$ cat config.mk
export PLATFORM = sky130hd
export DESIGN_NAME = bb_uart_rx
export DESIGN_NICKNAME = d
export VERILOG_FILES = /design/src/rtl/bb_uart_rx.sv
export SDC_FILE = /design/constraint.sdc
export NUM_CORES = 1
export LEC_CHECK = 0
export BUFFER_PORTS_ARGS = -buffer_cell sky130_fd_sc_hd__buf_2
export CAP_MARGIN = 40
export CORE_MARGIN = 2
export CORE_UTILIZATION = 33
export CTS_BUF_LIST = sky130_fd_sc_hd__clkbuf_4 sky130_fd_sc_hd__clkbuf_8 sky130_fd_sc_hd__clkbuf_16
export DETAILED_ROUTE_END_ITERATION = 10
export PLACE_DENSITY = 0.6
export SKIP_LAST_GASP = 1
export SLEW_MARGIN = 20
export SYNTH_ARGS = -nofsm -noshare
export SYNTH_HDL_FRONTEND = slang
export SYNTH_SLANG_ARGS = --single-unit
export TNS_END_PERCENT = 50
$ cat constraint.sdc
create_clock -name bdclk -period 3.73 [get_ports bdclk]
set_input_delay 0.5595 -clock bdclk [delete_from_list [all_inputs] [get_ports bdclk]]
set_output_delay 0.5595 -clock bdclk [all_outputs]
set_load 0.02 [all_outputs]
$ cat src/rtl/bb_uart_rx.sv
// rtl/bb_uart_rx.sv - 8N1 UART receiver, 16x oversampled, ready/ack holding register
// with sticky framing and overrun flags.
module bb_uart_rx #(
  parameter int OVS  = 16,
  parameter int SAMP = 7
) (
  input  logic       bdclk,
  input  logic       rstn,
  input  logic       rxd,
  input  logic       rxack,
  output logic [7:0] rxreg,
  output logic       rxrdy,
  output logic       rxbsy,
  output logic       rxferr,
  output logic       rxovr
);

  localparam int TW = $clog2(OVS);
  localparam logic [TW-1:0] TMAX  = TW'(OVS - 1);
  localparam logic [TW-1:0] TSAMP = TW'(SAMP);

  typedef enum logic [2:0] {IDLE, START, DATA, STOP, BRK} state_t;

  state_t        state, state_n;
  logic [TW-1:0] tick, tick_n;
  logic [2:0]    bitn, bitn_n;
  logic [7:0]    shift, shift_n;
  logic [7:0]    rxreg_n;
  logic          rxrdy_n, rxbsy_n, rxferr_n, rxovr_n;
  logic          s1, rs;

  always_ff @(posedge bdclk) begin
    if (!rstn) begin
      s1     <= 1'b1;
      rs     <= 1'b1;
      state  <= IDLE;
      tick   <= '0;
      bitn   <= '0;
      shift  <= '0;
      rxreg  <= '0;
      rxrdy  <= 1'b0;
      rxbsy  <= 1'b0;
      rxferr <= 1'b0;
      rxovr  <= 1'b0;
    end else begin
      s1     <= rxd;
      rs     <= s1;
      state  <= state_n;
      tick   <= tick_n;
      bitn   <= bitn_n;
      shift  <= shift_n;
      rxreg  <= rxreg_n;
      rxrdy  <= rxrdy_n;
      rxbsy  <= rxbsy_n;
      rxferr <= rxferr_n;
      rxovr  <= rxovr_n;
    end
  end

  // Acknowledge clears flags by default; a delivery or new error below overrides it.
  always_comb begin
    state_n  = state;
    tick_n   = tick;
    bitn_n   = bitn;
    shift_n  = shift;
    rxreg_n  = rxreg;
    rxrdy_n  = rxrdy & ~rxack;
    rxbsy_n  = rxbsy;
    rxferr_n = rxferr & ~rxack;
    rxovr_n  = rxovr & ~rxack;
    case (state)
      IDLE: begin
        tick_n = '0;
        if (!rs) begin
          state_n = START;
          rxbsy_n = 1'b1;
        end
      end
      START: begin
        if (tick == TSAMP) begin
          tick_n = '0;
          bitn_n = '0;
          if (!rs) begin
            state_n = DATA;
          end else begin
            state_n = IDLE;
            rxbsy_n = 1'b0;
          end
        end else begin
          tick_n = tick + 1'b1;
        end
      end
      DATA: begin
        if (tick == TMAX) begin
          tick_n  = '0;
          shift_n = {rs, shift[7:1]};
          if (bitn == 3'd7) state_n = STOP;
          else              bitn_n  = bitn + 1'b1;
        end else begin
          tick_n = tick + 1'b1;
        end
      end
      STOP: begin
        if (tick == TMAX) begin
          tick_n = '0;
          if (rs) begin
            state_n = IDLE;
            rxbsy_n = 1'b0;
            if (!rxrdy || rxack) begin
              rxreg_n = shift;
              rxrdy_n = 1'b1;
            end else begin
              rxovr_n = 1'b1;
            end
          end else begin
            rxferr_n = 1'b1;
            state_n  = BRK;
          end
        end else begin
          tick_n = tick + 1'b1;
        end
      end
      BRK: begin
        tick_n = '0;
        if (rs) begin
          state_n = IDLE;
          rxbsy_n = 1'b0;
        end
      end
      default: begin
        state_n = IDLE;
        rxbsy_n = 1'b0;
      end
    endcase
  end

endmodule

# Word-level counts from Yosys, hierarchy flattened

Cells that the tools add are included.

Output and inout port bits: 12
Input bits: 4
Register bits: 32
Latch bits: 0
Memory bits (read-only): 0
Memories kept: 0
RAM bits: 0
Word-level logic and storage cells: 76

Bitwise logic cells: 5
$lt $le $gt $ge: 0
Multiplexer cells: 32
Multiply operators: 0
Shift-type cells: 0
Reductions and logical operators: 12
Divide/modulo/power cells: 0
$add $sub $neg: 2
Equality and inequality tests: 14

Operators with widths:

| cell                  | number |
|---|---|
| $mux W3               | 10 |
| $mux W1               | 15 |
| $pmux W3 S5           | 1 |
| $ne A2 B2 Y1 const B  | 7 |
| $pmux W4 S3           | 1 |
| $reduce_and A4 Y1     | 3 |
| $mux W4               | 2 |
| $eq A3 B2 Y1 const B  | 2 |
| $eq A3 B3 Y1 const B  | 2 |
| $pmux W3 S2           | 1 |
| $reduce_and A6 Y1     | 1 |
| $pmux W1 S5           | 1 |
| $add A4 B1 Y4 const B | 1 |
| $eq A4 B3 Y1 const B  | 1 |
| $eq A4 B4 Y1 const B  | 1 |
| $reduce_or A2 Y1      | 2 |
| $add A3 B1 Y3 const B | 1 |
| $and A1 B1 Y1         | 3 |
| $eq A3 B1 Y1 const B  | 1 |
| $logic_not A3 Y1      | 1 |
| $reduce_bool A3 Y1    | 1 |
| $mux W2               | 1 |
| $not A1 Y1            | 2 |
| $reduce_and A2 Y1     | 1 |
| 3 further kinds       | 3 |

# Depth between registers and ports, before layout

Gate-level depths: netlist of the first run.

Word-level depth: 6
Depth in mapped cells: 6
Gate-level depth less buffers: 6

# Least setup slack after synthesis of the first run

OpenSTA, ideal clock, no wires.

Kind: flip-flop to flip-flop
Start: register tick[0]
End: register shift[0]
Setup time: 128 ps
Data required time: 3602 ps
Slack: 2226 ps
Clock period less this slack: 1504 ps
Data arrival time: 1376 ps
Path buffers: 1
Stages on the path, launching flop included: 7
Cell sequence: dfxtp_1 > ha_1 > nand4b_2 > nor3b_1 > buf_4 > mux2i_1 > nor2_1

Longest elaborated chain between the ends: 2

Ends and longest elaborated chain:

| element                            | RTL line | text |
|---|---|---|
| start, declared                    | 25       | `logic [TW-1:0] tick, tick_n;` |
| start signal, assigned             | 49       | `tick <= tick_n;` |
| $eq A4 B4 Y1                       | 94       | `if (tick == TMAX) begin` |
| $reduce_and A2 Y1 (no source line) | n/a      |  |
| end signal, assigned               | 51       | `shift <= shift_n;` |
| end, declared                      | 27       | `logic [7:0] shift, shift_n;` |

Every way passes these cells.
A chain may end at the register's enable or synchronous reset.

# Worst setup path after layout of the first run

Start: register state[1]
End: register rxreg[4]

Longest elaborated chain between the ends: 2

Ends and longest elaborated chain:

| element                            | RTL line | text |
|---|---|---|
| start, declared                    | 24       | `state_t state, state_n;` |
| start signal, assigned             | 48       | `state <= state_n;` |
| $eq A3 B2 Y1                       | 71       | `case (state)` |
| $reduce_and A4 Y1 (no source line) | n/a      |  |
| end signal, assigned               | 52       | `rxreg <= rxreg_n;` |
| end, declared                      | 11       | `output logic [7:0] rxreg,` |

Every way passes these cells.

==> results of run 1 <==
-- worst max-delay path: stages (launching register included) --
cell and delay (ns):
dfxtp_1 0.62, nand4b_2 0.28, nor3_4 0.53, o21ai_0 0.18
-- through the flow --
stage | worst slack, ns | total power [uW]
final | 1.99 | 657
after global routing | 1.76 | 690
after CTS | 1.94 | 669
after detailed placement | 1.87 | 378
after global placement | 1.91 | 378
after floorplan | 2.23 | 373
-- final cells by class --
| cell class | instances | area, sq um | area share |
|---|---|---|---|
| Sequential cell | 32 | 641 | 0.392 |
| Inverter | 1 | 3.75 | 0.00230 |
| Timing Repair Buffer | 16 | 82.6 | 0.0505 |
| Tap cell | 52 | 65.1 | 0.0398 |
| Clock inverter | 1 | 7.51 | 0.00459 |
| Multi-Input combinational cell | 115 | 746 | 0.456 |
| Clock buffer | 7 | 90.1 | 0.0551 |
-- registers in the layout, summed over array words and instances, names as in the netlist --
name	flops
rxreg	8
shift	8
tick	4
bitn	3
state	3
rs	1
rxbsy	1
rxferr	1
rxovr	1
rxrdy	1
s1	1
-- layer usage --
| layer | wire, um | GRT usage | vias to the layer above | share of wire |
|---|---|---|---|---|
| met1 | 1280 | 0.146 | 501 | 0.51 |
| met2 | 1080 | 0.171 | 16 | 0.43 |
| met3 | 129 | 0.0563 | 4 | 0.051 |
| met5 | 0 | 0 | - | 0 |
| met4 | 40 | 0.0641 | 0 | 0.016 |
| li1 | - | - | 579 | - |
-- report_power, final --
group | internal, uW | switching, uW | total, uW | leakage, uW
combinational | 7.80 | 12.7 | 20.5 | 0.000346
clock | 157 | 130 | 287 | 0.0000479
sequential | 345 | 4.57 | 350 | 0.000259
-- synth_stat cells, types with 3 or more instances --
| library cell | number | area [sq um] |
|---|---|---|
| nor2b_1 | 4 | 25.0 |
| nand2b_1 | 5 | 31.3 |
| buf_4 | 3 | 22.5 |
| nor3_1 | 3 | 15.0 |
| clkbuf_1 | 4 | 15.0 |
| buf_2 | 5 | 25.0 |
| nand3_1 | 13 | 65.1 |
| nor3b_1 | 4 | 30.0 |
| o21ai_0 | 9 | 45.0 |
| a21oi_1 | 4 | 20.0 |
| ha_1 | 3 | 37.5 |
| xor2_1 | 3 | 26.3 |
| mux2i_1 | 13 | 130 |
| dfxtp_1 | 32 | 641 |
| nor2_1 | 20 | 75.1 |
| nand2_1 | 13 | 48.8 |
| o21a_1 | 3 | 22.5 |
-- how the worst max path moves through the flow --
stage,from,end,slack [ns],depth (start not counted)
after detailed placement,rstn,bitn[1],1.87,5
after global routing,state[1],rxreg[1],1.76,3
final,state[1],rxreg[4],1.99,3
after floorplan,tick[0],shift[0],2.23,6
after CTS,state[1],rxreg[4],1.94,3
after global placement,rstn,bitn[2],1.91,5
-- cell families (layout without fill, tap and decap cells) --
| logic type | count (synthesis) | after routing |
|---|---|---|
| buffers and inverters | 13 | 25 |
| muxes | 13 | 13 |
| and+or+nand+nor | 71 | 71 |
| adders and majority gates | 3 | 3 |
| xor gates and xnor gates | 4 | 4 |
| DFF | 32 | 32 |
| AOI/OAI and AO/OA | 24 | 24 |
==> summary.txt, run 1 <==
Worst setup path
  – R2r endpoint: rxreg[4]
  – Crit path launch type: register
  – Maximum net fanout on the critical path: 16
  – Reg-to-Reg Start: state[1]
  – Critical Path RT: just under 4 ns
  – Setup Crit Path Kind: register to register
  – Worst R2R Path Depth: 3
  – Arr. time, crit path: between 1.5 and 2 ns
  – Critical Path End Type: register
  – Reg2Reg Setup Slack: 1.99 ns

Floorplanning
  – Full die area: 4950 sq um
  – Initial core utilization: 0.338
  – Rows: 24
  – Die X: 70.3 um
  – Core ar.: 4290 sq um
  – Die Y: 70.3 um
  – Top Ports: 16

Worst hold path
  – Worst Hold End: rs
  – Hold Crit Class: register to register
  – Hold path depth: 1
  – Worst hold start: s1

Logic synthesis
  – Ys flop type: dfxtp_1
  – Synthesized cell area: 1450 sq um
  – Sequential fraction of the synthesis area: 0.441
  – Adder-cell share of the synthesized area: 0.0258
  – Avg Cell Area, Syn: 9.08 sq um
  – Syn nets: roughly 170
  – Mux cell area share after synthesis: 0.0896
  – Ys async rst share: 0
  – Post-synth cell types: 35
  – Synthesis Warnings: 0
  – Mapped Cells: 160
  – EDFF count, synth: 0
  – Main combinational cell family by area after synthesis: simple AND/OR/NAND/NOR gates
  – Post-Synth Simple-Gate Area: 0.258
  – #FFs+latches synth: 32
  – Post-synthesis compound-gate area fraction: 0.115
  – Post-Synth XOR/XNOR Area: 0.0241

CTS
  – Clk_lat worst skew: 0.29 ns
  – TritonCTS buffer count: 5
  – CTS Root Cell: clkbuf_8
  – Post-CTS setup buffers: 0
  – Clk buf depth: 2
  – CTS Sinks: 32
  – # H-tree levels: 2
  – CTS tree: done
  – Hold Buf Count CTS: 0
  – Post-CTS sizing: 0
  – CTS clk-pin slew, worst paths: ~0.070 ns

Run
  – Max Cap Viol: 0

Timing
  – F_max: ~0.57 GHz
  – Final setup fails: 0
  – RSZ-0062 raised after global routing: false
  – Crit share post-route: 0.467
  – Headroom to the max-slew limit: 0.659
  – Total negative setup slack: 0 ns
  – Clock skew: 0.00507 ns
  – Worst slew pin tran: 0.509 ns
  – Clock period minus worst slack: 1.74 ns
  – Hold Slack: 0.407 ns
  – Final count of hold timing violations: 0
  – Max-slew violations: 0

Finish
  – Cell area after layout: 1640 sq um
  – Share of layout cells above drive strength 1: 0.169
  – Area delta synth->final: 12.6%
  – Final core utilization: 0.381
  – Most frequent cells in the layout: 32 x dfxtp_1, 20 x nor2_1, 15 x buf_2
  – # diodes: 0
  – Final Non-Filler Cells: around 220
  – Fill cells: 449
  – Final layout net count: roughly 180
  – Most common cell after layout, fill and taps aside: dfxtp_1

Run status
  – Run status: complete, no violations

Global routing
  – Total global-route track usage: 0.119
  – Overflow after GRT: 0
  – Initial antenna violation count: 0
  – Largest net degree at the start of global routing: 28
  – Vias in the first global route: 984
  – First-pass GRT wire length: 4530 um

Pwr
  – PwrDens: 402 nW/um^2
  – Worst vdd ir: 0.219 mV
  – Leakage power figure: 0.000653 uW

Placed design
  – Port bufs: 15
  – Placed cell areas: 1540 sq um
  – DP Wirelength: 1660 um
  – Placer congestion estimate: between 0.7 and 0.8
  – Dpl cells: 216

Detailed routing
  – Wire length per cell: 11.3 um
  – Routed vias/inst: a little under 5
  – Post-route DRC: 0
  – Via count: 1100
  – DR pass1 iterations: 4
  – Final WL: 2530 um
  – Antenna viol nets, final: 0
  – Drt initial violations: 50
Power figures use the tool's default switching activity.
==> inputs of run 2 (changes only) <==
ABC_AREA = 1   (was unset)
clock period = 1.7 ns   (was 3.73 ns; I/O delays follow)
==> run 2 against run 1 <==
Clock-buffer cell count down 1. Area after synthesis down 0.78%. Cell count increased by 15%. Largest cell class unchanged. First-iteration DRC count is 18% lower. Combinational power increased to 30 times the previous value. Register-to-register slack worse by 1.8 ns. Core utilization grew 1.4 points.
==> summary.txt, run 2 <==
Pwr
  – PwrDens: 1300 nW/um^2 (+220%)
  – Design Power: 2200 uW (+240%)
  – Worst vdd ir: 0.555 mV (+150%)
  – Leakage power figure: 0.000809 uW (+24%)

Logic synthesis
  – EDFF count, synth: 0 (unchanged)
  – Top-count cell post-synth: nor2_1
  – Area leader, netlist: dfxtp_1
  – Post-synth cell types: 28 (-20%)
  – Avg Cell Area, Syn: 7.88 sq um (-13%)
  – Mapped Cells: 183 (+14%)
  – Synthesis Warnings: 0 (unchanged)
  – #FFs+latches synth: 32 (unchanged)
  – Synth cell count leaders: 33 x nor2_1, 32 x dfxtp_1, 22 x nand2_1
  – Share of the synthesized area in the top cell type: 0.444 (+0.00345)
  – Ys flop type: dfxtp_1
  – Synthesized cell area: 1440 sq um (-0.78%)
  – Syn nets: 190 (+14%)
  – Sequential fraction of the synthesis area: 0.444 (+0.00345)
  – Largest cells by area after synthesis: dfxtp_1 44%, nor2_1 8.6%, nand2_1 5.7%
  – Ys async rst share: 0 (unchanged)

Timing
  – Headroom to the max-slew limit: 0.780 (+0.121)
  – Worst slew pin tran: 0.329 ns (-0.180 ns)
  – Total negative setup slack: 0 ns (unchanged)
  – Final setup fails: 0 (unchanged)
  – Max-slew violations: 0 (unchanged)
  – Clock period minus worst slack: 1.54 ns (-0.205 ns)
  – RSZ-0062 raised after global routing: false
  – Clock skew: 0.00281 ns (-0.00226 ns)
  – Crit share post-route: 0.903 (+0.437)
  – F_max: 0.651 GHz (+13%)
  – Final count of hold timing violations: 0 (unchanged)

Finish
  – Fill cells: 467 (+4.0%)
  – Final layout net count: 212 (+19%)
  – Final Non-Filler Cells: 258 (+15%)
  – Cell area after layout: 1700 sq um (+3.7%)
  – Most common cell after layout, fill and taps aside: nor2_1
  – Largest regs: rxreg: 8 flops, shift: 8 flops, tick: 4 flops
  – Most frequent cells in the layout: 33 x nor2_1, 32 x dfxtp_1, 22 x nand2_1, 15 x inv_1, 15 x buf_2
  – Area delta synth->final: 17.7%
  – # diodes: 0 (unchanged)
  – Share of layout cells above drive strength 1: 0.257 (+0.0887)

Worst setup path
  – Maximum net fanout on the critical path: 9 (-7)
  – Critical Path RT: 1.87 ns (-2.01 ns)
  – Crit path launch type: register
  – Peak per-stage delay on the critical path: 0.37 ns (-0.25 ns)
  – Arr. time, crit path: 1.71 ns (-0.18 ns)
  – Worst path cell trace: ha_1, nand3_2, clkinv_1, nand3_4, nor2_8, inv_4, nor2_2, nor2_1
  – R2r endpoint: rxreg[3]
  – Slowest cell on crit path: dfxtp_1
  – Worst R2R Path Depth: 8 (+5)
  – Critical Path End Type: register
  – CP top delay family: simple AND/OR/NAND/NOR gates
  – Reg2Reg Setup Slack: 0.16 ns (-1.82 ns)
  – Setup Crit Path Kind: register to register
  – Reg-to-Reg Start: tick[0]
  – Critical path buffers and inverters: 2 (+2)
  – CP Depth: 8 (+5)

Placed design
  – Dpl cells: 250 (+16%)
  – Port bufs: 15 (unchanged)
  – DP Wirelength: 2060 um (+24%)
  – Placed cell areas: 1590 sq um (+3.1%)
  – Placer congestion estimate: 0.874 (+17%)

Floorplanning
  – Die X: 70.1 um (-0.36%)
  – Full die area: 4910 sq um (-0.72%)
  – Rows: 24 (unchanged)
  – Die Y: 70.1 um (-0.36%)
  – Top Ports: 16 (unchanged)
  – Core ar.: 4290 sq um (unchanged)
  – Initial core utilization: 0.336 (-0.00262)

CTS
  – Post-CTS sizing: 0 (unchanged)
  – # H-tree levels: 2 (unchanged)
  – CTS Root Cell: clkbuf_8
  – Post-CTS setup buffers: 0 (unchanged)
  – CTS Sinks: 32 (unchanged)
  – Hold Buf Count CTS: 0 (unchanged)
  – Clk_lat worst skew: 0.27 ns (-0.02 ns)
  – CTS tree: done
  – TritonCTS buffer count: 5 (unchanged)
  – Clk buf depth: 2 (unchanged)
  – CTS clk-pin slew, worst paths: 0.06 ns (about the same)

Detailed routing
  – Via count: 1181 (+7.4%)
  – Routed vias/inst: 4.58 (-6.8%)
  – Post-route DRC: 0 (unchanged)
  – Drt initial violations: 41 (-18%)
  – Wire length per cell: 10.6 um (-6.4%)
  – Antenna viol nets, final: 0 (unchanged)
  – DR pass1 iterations: 4 (unchanged)
  – Final WL: 2730 um (+7.9%)

Global routing
  – Largest net degree at the start of global routing: 22 (-21%)
  – Total global-route track usage: 0.127 (+0.00842)
  – Overflow after GRT: 0 (unchanged)
  – First-pass GRT wire length: 5010 um (+11%)
  – Initial antenna violation count: 0 (unchanged)
  – Vias in the first global route: 1153 (+17%)

Worst hold path
  – Hold path depth: 2 (+1)
  – Worst Hold End: rxovr
  – Hold Crit Class: primary input to register
  – Worst hold start: rxack

Run status
  – Run status: complete, no violations

Run
  – Max Cap Viol: 0 (unchanged)
[run 2: cell types whose count changed after synthesis, sizes merged, moves of 5 or more]
cell	change
mux2i	-13
buf	-7
nand2b	-5
o21ai	+9
nor2	+28
a21oi	+6
nand2	+11
inv	+17
[run 2: area by class of cell]
type,count,area [sq um],share of cell area
multi-input combinational,129,709,0.418
sequential,32,641,0.378
timing repair buffer,17,90.1,0.0531
inverter,20,80.1,0.0472
clock buffer,6,76.3,0.0450
tap,52,65.1,0.0383
clock inverter,2,35.0,0.0206
[run 2: how the worst max path moves through the flow]
stage / to / start
final: rxreg[3] / tick[0]
after detailed placement: rxreg[3] / tick[0]
after global placement: rxreg[0] / tick[0]
after floorplan: rxreg[0] / tick[0]
after CTS: rxreg[3] / tick[0]
after global routing: rxreg[2] / tick[0]
[run 2: layer usage]
layer | track usage | wire [um]
met4 | 0.0556 | 35
met1 | 0.162 | 1360
met3 | 0.0375 | 84
met5 | 0 | 0
met2 | 0.200 | 1250
[run 2: kinds of logic (layout without fill, tap and decap cells)]
group                      after synthesis  in the layout  synth area share
and+or+nand+nor                         95             95             0.355
AOI/OAI and AO/OA                       30             30             0.105
adders and majority gates                3              3            0.0260
DFF                                     32             32             0.444
buffers and inverters                   22             45            0.0634
xor gates and xnor gates                 1              1           0.00608
[run 2: stage by stage]
stage	setup WS, ns	hold WS, ns	util
6_report	0.164	0.148	0.395
5_1_grt	0.0260	0.153	0.395
4_1_cts	0.153	0.140	0.395
3_5_place_dp	0.154	0.402	0.369
3_3_place_gp	0.199	0.395	0.369
2_1_floorplan	0.341	0.334	-
[run 2: power by group]
part	internal [uW]	switching [uW]	leakage, uW
Clock	450	264	0.0000586
Sequential	804	64.9	0.000259
Combinational	206	413	0.000492
